===== src/rtl/dmem_bus_if.sv =====
// Data-memory bus bridge: one word-wide bus request per MEM-stage load/store, with lane steering and load alignment.
// Optional misalignment trap enabled by defining DMEM_MISALIGN_CHECK_EN.
module dmem_bus_if #(
  parameter int TIMEOUT = 255
) (
  input  logic        clk,
  input  logic        rst_n,
  input  logic        MemRead_M,
  input  logic        MemWrite_M,
  input  logic [2:0]  funct3_M,
  input  logic [31:0] ALU_Result_M,
  input  logic [31:0] WriteData_M,
  output logic [31:0] ReadData_M,
  output logic        Stall_M,
  output logic        Misalign_M,
  output logic        bus_err,
  output logic        bus_req,
  output logic        bus_we,
  output logic [31:0] bus_addr,
  output logic [3:0]  bus_be,
  output logic [31:0] bus_wdata,
  input  logic        bus_ready,
  input  logic [31:0] bus_rdata
);

  typedef enum logic [1:0] {IDLE, BUSY, DONE} state_t;

  localparam logic [7:0] CNT_LAST = 8'(TIMEOUT - 1);

  state_t      state;
  logic [7:0]  cnt;
  logic [2:0]  f3_q;
  logic [1:0]  off_q;
  logic        rd_q;
  logic [31:0] rdata_q;

  logic        access;
  logic        misalign;
  logic        start;
  logic [3:0]  be_n;
  logic [31:0] wdata_n;
  logic [7:0]  byte_sel;
  logic [15:0] half_sel;
  logic [31:0] ld_data;

  assign access = MemRead_M | MemWrite_M;

`ifdef DMEM_MISALIGN_CHECK_EN
  logic is_half;
  logic is_word;

  always_comb begin
    is_half  = (funct3_M == 3'b001) || (!MemWrite_M && funct3_M == 3'b101);
    is_word  = (funct3_M == 3'b010);
    misalign = access && ((is_half && ALU_Result_M[0]) || (is_word && |ALU_Result_M[1:0]));
  end

  assign Misalign_M = rst_n && (state == IDLE) && misalign;
  // A trapped load must present zero in the same cycle the pipeline moves on.
  assign ReadData_M = (Misalign_M && !MemWrite_M) ? 32'h0 : rdata_q;
`else
  assign misalign   = 1'b0;
  assign Misalign_M = 1'b0;
  assign ReadData_M = rdata_q;
`endif

  // rst_n gating keeps Stall_M low while reset is held, even with a live access in MEM.
  assign start   = rst_n && (state == IDLE) && access && !misalign;
  assign Stall_M = start || (state == BUSY);

  always_comb begin
    be_n    = 4'b1111;
    wdata_n = 32'h0;
    if (MemWrite_M) begin
      case (funct3_M)
        3'b000: begin
          be_n    = 4'b0001 << ALU_Result_M[1:0];
          wdata_n = {4{WriteData_M[7:0]}};
        end
        3'b001: begin
          be_n    = ALU_Result_M[1] ? 4'b1100 : 4'b0011;
          wdata_n = {2{WriteData_M[15:0]}};
        end
        default: wdata_n = WriteData_M;
      endcase
    end
  end

  always_comb begin
    case (off_q)
      2'd0:    byte_sel = bus_rdata[7:0];
      2'd1:    byte_sel = bus_rdata[15:8];
      2'd2:    byte_sel = bus_rdata[23:16];
      default: byte_sel = bus_rdata[31:24];
    endcase
    half_sel = off_q[1] ? bus_rdata[31:16] : bus_rdata[15:0];
    case (f3_q)
      3'b000:  ld_data = {{24{byte_sel[7]}}, byte_sel};
      3'b100:  ld_data = {24'h0, byte_sel};
      3'b001:  ld_data = {{16{half_sel[15]}}, half_sel};
      3'b101:  ld_data = {16'h0, half_sel};
      default: ld_data = bus_rdata;
    endcase
  end

  always_ff @(posedge clk or negedge rst_n) begin
    if (!rst_n) begin
      state     <= IDLE;
      cnt       <= 8'h0;
      bus_req   <= 1'b0;
      bus_we    <= 1'b0;
      bus_be    <= 4'h0;
      bus_addr  <= 32'h0;
      bus_wdata <= 32'h0;
      bus_err   <= 1'b0;
      rdata_q   <= 32'h0;
      f3_q      <= 3'h0;
      off_q     <= 2'h0;
      rd_q      <= 1'b0;
    end else begin
      case (state)
        IDLE: begin
          bus_err <= 1'b0;
          cnt     <= 8'h0;
          if (start) begin
            state     <= BUSY;
            bus_req   <= 1'b1;
            bus_we    <= MemWrite_M;
            bus_be    <= be_n;
            bus_addr  <= {ALU_Result_M[31:2], 2'b00};
            bus_wdata <= wdata_n;
            f3_q      <= funct3_M;
            off_q     <= ALU_Result_M[1:0];
            rd_q      <= !MemWrite_M;
          end
        end
        BUSY: begin
          if (bus_ready) begin
            bus_req <= 1'b0;
            state   <= DONE;
            if (rd_q) rdata_q <= ld_data;
          end else if (cnt == CNT_LAST) begin
            bus_req <= 1'b0;
            bus_err <= 1'b1;
            state   <= DONE;
            if (rd_q) rdata_q <= 32'h0;
          end else begin
            cnt <= cnt + 8'h1;
          end
        end
        DONE: begin
          bus_err <= 1'b0;
          state   <= IDLE;
        end
        default: state <= IDLE;
      endcase
    end
  end

endmodule


===== config.mk =====
export PLATFORM = sky130hd
export DESIGN_NAME = dmem_bus_if
export DESIGN_NICKNAME = d
export VERILOG_FILES = /design/src/rtl/dmem_bus_if.sv
export SDC_FILE = /design/constraint.sdc
export NUM_CORES = 1
export LEC_CHECK = 0
export CORE_MARGIN = 10
export CORE_UTILIZATION = 45
export CTS_CLUSTER_SIZE = 28
export DETAILED_ROUTE_END_ITERATION = 8
export PLACE_DENSITY = 0.82
export REMOVE_ABC_BUFFERS = 1
export SETUP_SLACK_MARGIN = 0.5
export SYNTH_ARGS = -nofsm -noshare
export SYNTH_HDL_FRONTEND = slang
export SYNTH_SLANG_ARGS = --single-unit

===== constraint.sdc =====
create_clock -name clk -period 3.44 [get_ports clk]
set_input_delay 0.688 -clock clk [delete_from_list [all_inputs] [get_ports clk]]
set_output_delay 0.688 -clock clk [all_outputs]
set_load 0.02 [all_outputs]

==> impl_metrics.yaml, run 1 <==
clock_network:
  ctsResizeCount: 0
  cts.clk_slew.worst_paths_ps: 50
  ctsHoldBuffers: 0
  cts_tree: "done"
  postCtsSetupBuffers: 0
  h-tree-depth: 4
  cts_sinks: 117
  clockBufferDepth: 2
  cts-buffers-inserted: 17
  clk_latency_ps: 410
  clk_root_buffer_cell: "clkbuf_16"
global_routing:
  track_usage_pct: 21.1
  grt_pass1_vias: 5236
  grt_pass1_wl_um: 27800
  grt-ovfl-total: 0
  grt_max_degree: 78
  antenna_found_initial: 0
sta:
  slew_headroom_pct: 22.2
  max_freq_mhz: 370
  rsz0062_at_grt: "no"
  worst_hold_slack_ps: 407
  post-route-min-period_ps: 2700
  setup_violations: 0
  fin_skew_ps: 7.08
  drv_slew: 0
  final_hold_viol_count: 0
  tightest_slew_ps: 1160
  period_share_pct: 78.5
  setup_ws_ps: 739
yosys:
  ys_warn_count: 0
  avgSynthCellArea_sq_um: 9.63
  postSynthCellCount: 561
  synth-seq-cells: 117
  synth_cell_types: 44
  seq_area_frac_synth_pct: 54.2
  netlist_area_sq_um: 5400
cells_and_area:
  final_cell_mix: "clkdlybuf4s50_1 (204), nand2_1 (158), dfrtp_1 (117)"
  fin_cells: 915
  fillers: 853
  final_common_cell: "clkdlybuf4s50_1"
  design_area_sq_um: 8180
  diodes: 0
  drive_above_1_share_pct: 9.72
  synthToLayoutAreaGrowth_pct: 51.5
  nNetsFinal: 865
drt:
  totalWireLength_um: 17800
  vias_per_cell: 5.54
  drc: 0
  dr.pass1.iters: 7
  drtIter0Drc: 511
  ant_nets: 0
  wl_per_cell_um: 19.5
  vias: 5065
power_and_ir_drop:
  p_per_area_nw_per_um2: 791
  p_leak_nw: 3.62
  ir_drop_mv: 0.526
  total_power_mw: 6.47
run:
  max_cap_viol_count: 0
place:
  post-place-ws_ps: 745
  post_dp_cell_area_sq_um: 7540
  placed_cells: 883
  place_congestion: 0.826
  port_buffers: 205
  hpwl_um: 12800
setup_path:
  cp_top_family: "buffers and inverters"
  reg2reg_from: "f3_q[1]"
  cp-start-kind: "input pin"
  worstPathMaxFanout: 2
  arrival_ps: 2010
  slowest_stage: "clkdlybuf4s50_1"
  cp.required_ps: 2750
  crit_type: "in2out"
  slowest_delay_ps: 610
  crit_path_frequent_cell: "clkdlybuf4s50_1"
  critPathLaunch: "MemWrite_M"
  endpoint_kind: "output pin"
  path_cells: "clkdlybuf4s50_1, o211ai_1, nand2_1, clkdlybuf4s50_1"
  path_buf_inv: 2
die:
  rows: 39
  dieArea_sq_um: 16800
  io_pins: 209
  die_w_um: 130
  core_sq_um: 11600
  die_height_um: 130
  initial_core_util_pct: 46.7
worst_hold_path:
  holdCritPathClass: "in2async"
status:
  status: "complete, no violations"
## cell type report
type | count | area (sq um) | area share, %
clock buffer | 23 | 488 | 5.97
clock inverter | 9 | 148 | 1.81
inverter | 7 | 26.3 | 0.321
multi-input combinational | 399 | 2270 | 27.8
sequential | 117 | 2930 | 35.8
tap | 143 | 179 | 2.19
timing repair buffer | 217 | 2140 | 26.2
## path summary, 6_finish.rpt
check / endpoint / slack (ps) / cells past startpoint
setup / recovery: Stall_M / 740 / 4
hold reg to reg: bus_wdata[2] / 460 / 2
max in group asynchronous: bus_wdata[3] / 1640 / 3
hold / removal: bus_wdata[27] / 410 / 2
setup reg to reg: ReadData_M[18] / 910 / 3
min in group clk: bus_wdata[2] / 460 / 2
## routing by layer
metal	vias up	part of all wire [%]	global-route usage, %
li1	2344	-	-
met1	2480	39	23.4
met2	213	49	34.9
met3	28	10	9.18
met4	0	2.3	8.60
met5	-	0	0
## stage by stage
stage / util [%] / TNS, ps
detailed placement: 65.2 / 0
floorplan: - / -21120
CTS: 70.7 / 0
global placement: 65.2 / 0
global route: 70.7 / 0
finish: 70.7 / 0
## logic make-up after synthesis
group | count (synthesis) | share of synthesized area, %
multiplexers | 27 | 5.26
buffers and inverters | 47 | 3.87
flip-flops | 117 | 54.2
adder cells (fa/ha/maj) | 2 | 0.463
AO/OA/AOI/OAI | 138 | 18.1
other | 1 | 0.0694
AND/OR/NAND/NOR | 229 | 18.0
## report_power, final
group / total, mW / switching [mW] / internal [mW]
combinational: 2.43 / 1.25 / 1.18
clock: 1.89 / 0.604 / 1.28
sequential: 2.15 / 0.339 / 1.81
total: 6.47 / 2.20 / 4.28
## synthesized netlist by cell type, drive strengths merged
| cell | instances | area share [%] |
|---|---|---|
| a2111oi | 1 | 0.51 |
| a21o | 1 | 0.14 |
| a21oi | 27 | 2.5 |
| a221o | 22 | 4.4 |
| a22o | 9 | 1.5 |
| a22oi | 1 | 0.39 |
| a32o | 7 | 1.3 |
| and2b | 1 | 0.14 |
| and3b | 1 | 0.16 |
| and4b | 1 | 0.19 |
| buf | 18 | 1.9 |
| clkbuf | 22 | 1.5 |
| clkinv | 1 | 0.069 |
| conb | 1 | 0.069 |
| dfrtp | 117 | 54 |
| ha | 2 | 0.46 |
| inv | 6 | 0.42 |
| mux2 | 11 | 2.3 |
| mux2i | 16 | 3.0 |
| nand2 | 158 | 11 |
| nand2b | 10 | 1.3 |
| nand3 | 14 | 1.3 |
| nand4 | 2 | 0.23 |
| nor2 | 23 | 1.6 |
| nor2b | 1 | 0.12 |
| nor3 | 9 | 0.93 |
| nor4 | 1 | 0.12 |
| o2111ai | 1 | 0.16 |
| o211a | 1 | 0.19 |
| o211ai | 6 | 0.83 |
| o21a | 5 | 0.70 |
| o21ai | 54 | 5.0 |
| o21bai | 2 | 0.28 |
| o2bb2ai | 1 | 0.16 |
| or2 | 1 | 0.12 |
| or2b | 1 | 0.14 |
| or3 | 4 | 0.46 |
| or4 | 2 | 0.28 |
## registers in the layout, summed over array words and instances (netlist names)
signal      flops
bus_addr       30
ReadData_M     32
f3_q            3
bus_we          1
bus_err         1
bus_req         1
off_q           2
bus_be          4
state           2
rd_q            1
bus_wdata      32
cnt             8
Note: power is estimated with default switching activity, not from simulation.
==> inputs of run 2 (changes only) <==
--- a/config.mk
+++ b/config.mk
@@ -6,10 +6,10 @@
 export NUM_CORES = 1
 export LEC_CHECK = 0
 export CORE_MARGIN = 10
-export CORE_UTILIZATION = 45
+export CORE_UTILIZATION = 44
 export CTS_CLUSTER_SIZE = 28
 export DETAILED_ROUTE_END_ITERATION = 8
-export PLACE_DENSITY = 0.82
+export PLACE_DENSITY = 0.8
 export REMOVE_ABC_BUFFERS = 1
 export SETUP_SLACK_MARGIN = 0.5
 export SYNTH_ARGS = -nofsm -noshare
==> constraint.sdc (replaced) <==
create_clock -name clk -period 2.7 [get_ports clk]
set_input_delay 0.54 -clock clk [delete_from_list [all_inputs] [get_ports clk]]
set_output_delay 0.54 -clock clk [all_outputs]
set_load 0.02 [all_outputs]
==> run 2 against run 1 <==
- core utilization decreased by 3.0 points
- combinational power rose by 30%
- total power rose by 21%
- critical endpoint is now bus_wdata[21]
- sequential share of layout area up 0.22 points
- worst setup slack got worse by 47 ps
- first-iteration DRC count decreased by 17%
- final cell count up 0.77%
- sequential power up 25%
- design area shrank 0.58%
- clock power is 5% higher
- wire length fell by 2.3%
- clock-buffer cell count grew 2
==> impl_metrics.yaml, run 2 (synthesized netlist as in run 1, its figures left out) <==
status:
  status: "complete, no violations"
clock_network:
  clockBufferDepth: 2
  cts_tree: "done"
  cts-buffers-inserted: 17
  h-tree-depth: 4
  cts.clk_slew.worst_paths_ps: 50
  clk_root_buffer_cell: "clkbuf_16"
  clk_latency_ps: 410
  cts_sinks: 117
setup_path:
  path_cells: "clkdlybuf4s50_1, o211ai_1, buf_4, buf_4, a21oi_1, a22o_1"
  worstPathMaxFanout: 77
  slowest_delay_ps: 580
  cp.required_ps: 2990
  endpoint_kind: "register"
  crit_type: "in2reg"
  cp-start-kind: "input pin"
  slowest_stage: "buf_4"
  arrival_ps: 2300
  crit_path_frequent_cell: "buf_4"
power_and_ir_drop:
  ir_drop_mv: 0.462
  p_per_area_nw_per_um2: 966
  p_leak_nw: 3.60
  total_power_mw: 7.85
sta:
  worst_hold_slack_ps: 265
  fin_tns_setup_ps: 0
  rsz0062_at_grt: "no"
  drv_slew: 0
  tightest_slew_ps: 866
  slew_headroom_pct: 42.2
  post-route-min-period_ps: 2010
  fin_skew_ps: 7.45
  setup_violations: 0
  period_share_pct: 74.4
  max_freq_mhz: 498
  final_hold_viol_count: 0
cells_and_area:
  fillers: 935
  nNetsFinal: 870
  synthToLayoutAreaGrowth_pct: 50.6
  utilization_pct: 67.7
  diodes: 0
  final_cell_mix: "clkdlybuf4s50_1 (202), nand2_1 (158), dfrtp_1 (116)"
  design_area_sq_um: 8130
  final_common_cell: "clkdlybuf4s50_1"
  drive_above_1_share_pct: 10.3
place:
  hpwl_um: 12600
  port_buffers: 205
  post_dp_cell_area_sq_um: 7580
  place_congestion: 0.878
die:
  io_pins: 209
  initial_core_util_pct: 45.0
  dieArea_sq_um: 17100
  rows: 40
  core_sq_um: 12000
  die_w_um: 131
  die_height_um: 131
drt:
  vias: 5081
  wl_per_cell_um: 18.9
  vias_per_cell: 5.51
  drc: 0
  totalWireLength_um: 17400
  dr.pass1.iters: 5
  drtIter0Drc: 422
  ant_nets: 0
global_routing:
  grt-ovfl-total: 0
  track_usage_pct: 20.5
  grt_pass1_wl_um: 27400
  grt_pass1_vias: 5198
  grt_max_degree: 78
  antenna_found_initial: 0
worst_hold_path:
  holdCritPathClass: "in2async"
run:
  max_cap_viol_count: 0
[run 2: layout make-up]
cell class	instances	area [sq um]	share of cell area (%)
clock buffers	25	495	6.09
well taps	147	184	2.26
flip-flops and latches	117	2930	36.0
inverters	7	26.3	0.323
clock inverters	5	25.0	0.308
repair buffers	222	2200	27.0
multi-input cells	399	2280	28.0
[run 2: report_power, final]
part           switching, mW  internal [mW]
Combinational           1.64           1.53
Clock                  0.745           1.25
Sequential             0.378           2.31
[run 2: worst max-delay path, delay by kind of cell]
kind                   cells  cell delay (ps)
AO/OA/AOI/OAI              3              540
buffers and inverters      3             1160
[run 2: final timing paths]
| kind | from | endpoint | slack [ps] | cells after the start |
|---|---|---|---|---|
| worst max-delay path | MemRead_M | bus_wdata[21] | 690 | 6 |
| worst min-delay path | rst_n | cnt[7] | 270 | 2 |
| worst max register to register | state[1] | bus_wdata[21] | 740 | 6 |
| worst min register to register | bus_wdata[5] | bus_wdata[5] | 470 | 2 |
| max in group asynchronous | rst_n | state[0] | 1060 | 3 |
| min in group clk | bus_wdata[5] | bus_wdata[5] | 470 | 2 |
[run 2: through the flow]
| stage | cells | setup slack (ps) |
|---|---|---|
| 2_1_floorplan | 523 | -1740 |
| 5_1_grt | 922 | 570 |
| 3_3_place_gp | 890 | 184 |
| 3_5_place_dp | 890 | 117 |
| 6_report | 922 | 693 |
| 4_1_cts | 921 | 516 |
[run 2: routing by layer]
metal  global-route usage (%)  share of wire [%]  wire [um]  vias up
met5                        0                  0          0        -
met4                     8.83                2.2        375        0
met3                     8.50                 10       1800       30
met2                     32.1                 48       8320      242
met1                     24.4                 40       6940     2457
li1                         -                  -          -     2352
[run 2: what timing repair did]
item / in CTS / in global routing
gates resized for setup: 3 / 4
hold buffers: 0 / 0
buffers inserted: 1 / 1
setup endpoints to repair: 1 / 17
pin swaps: 1 / 1
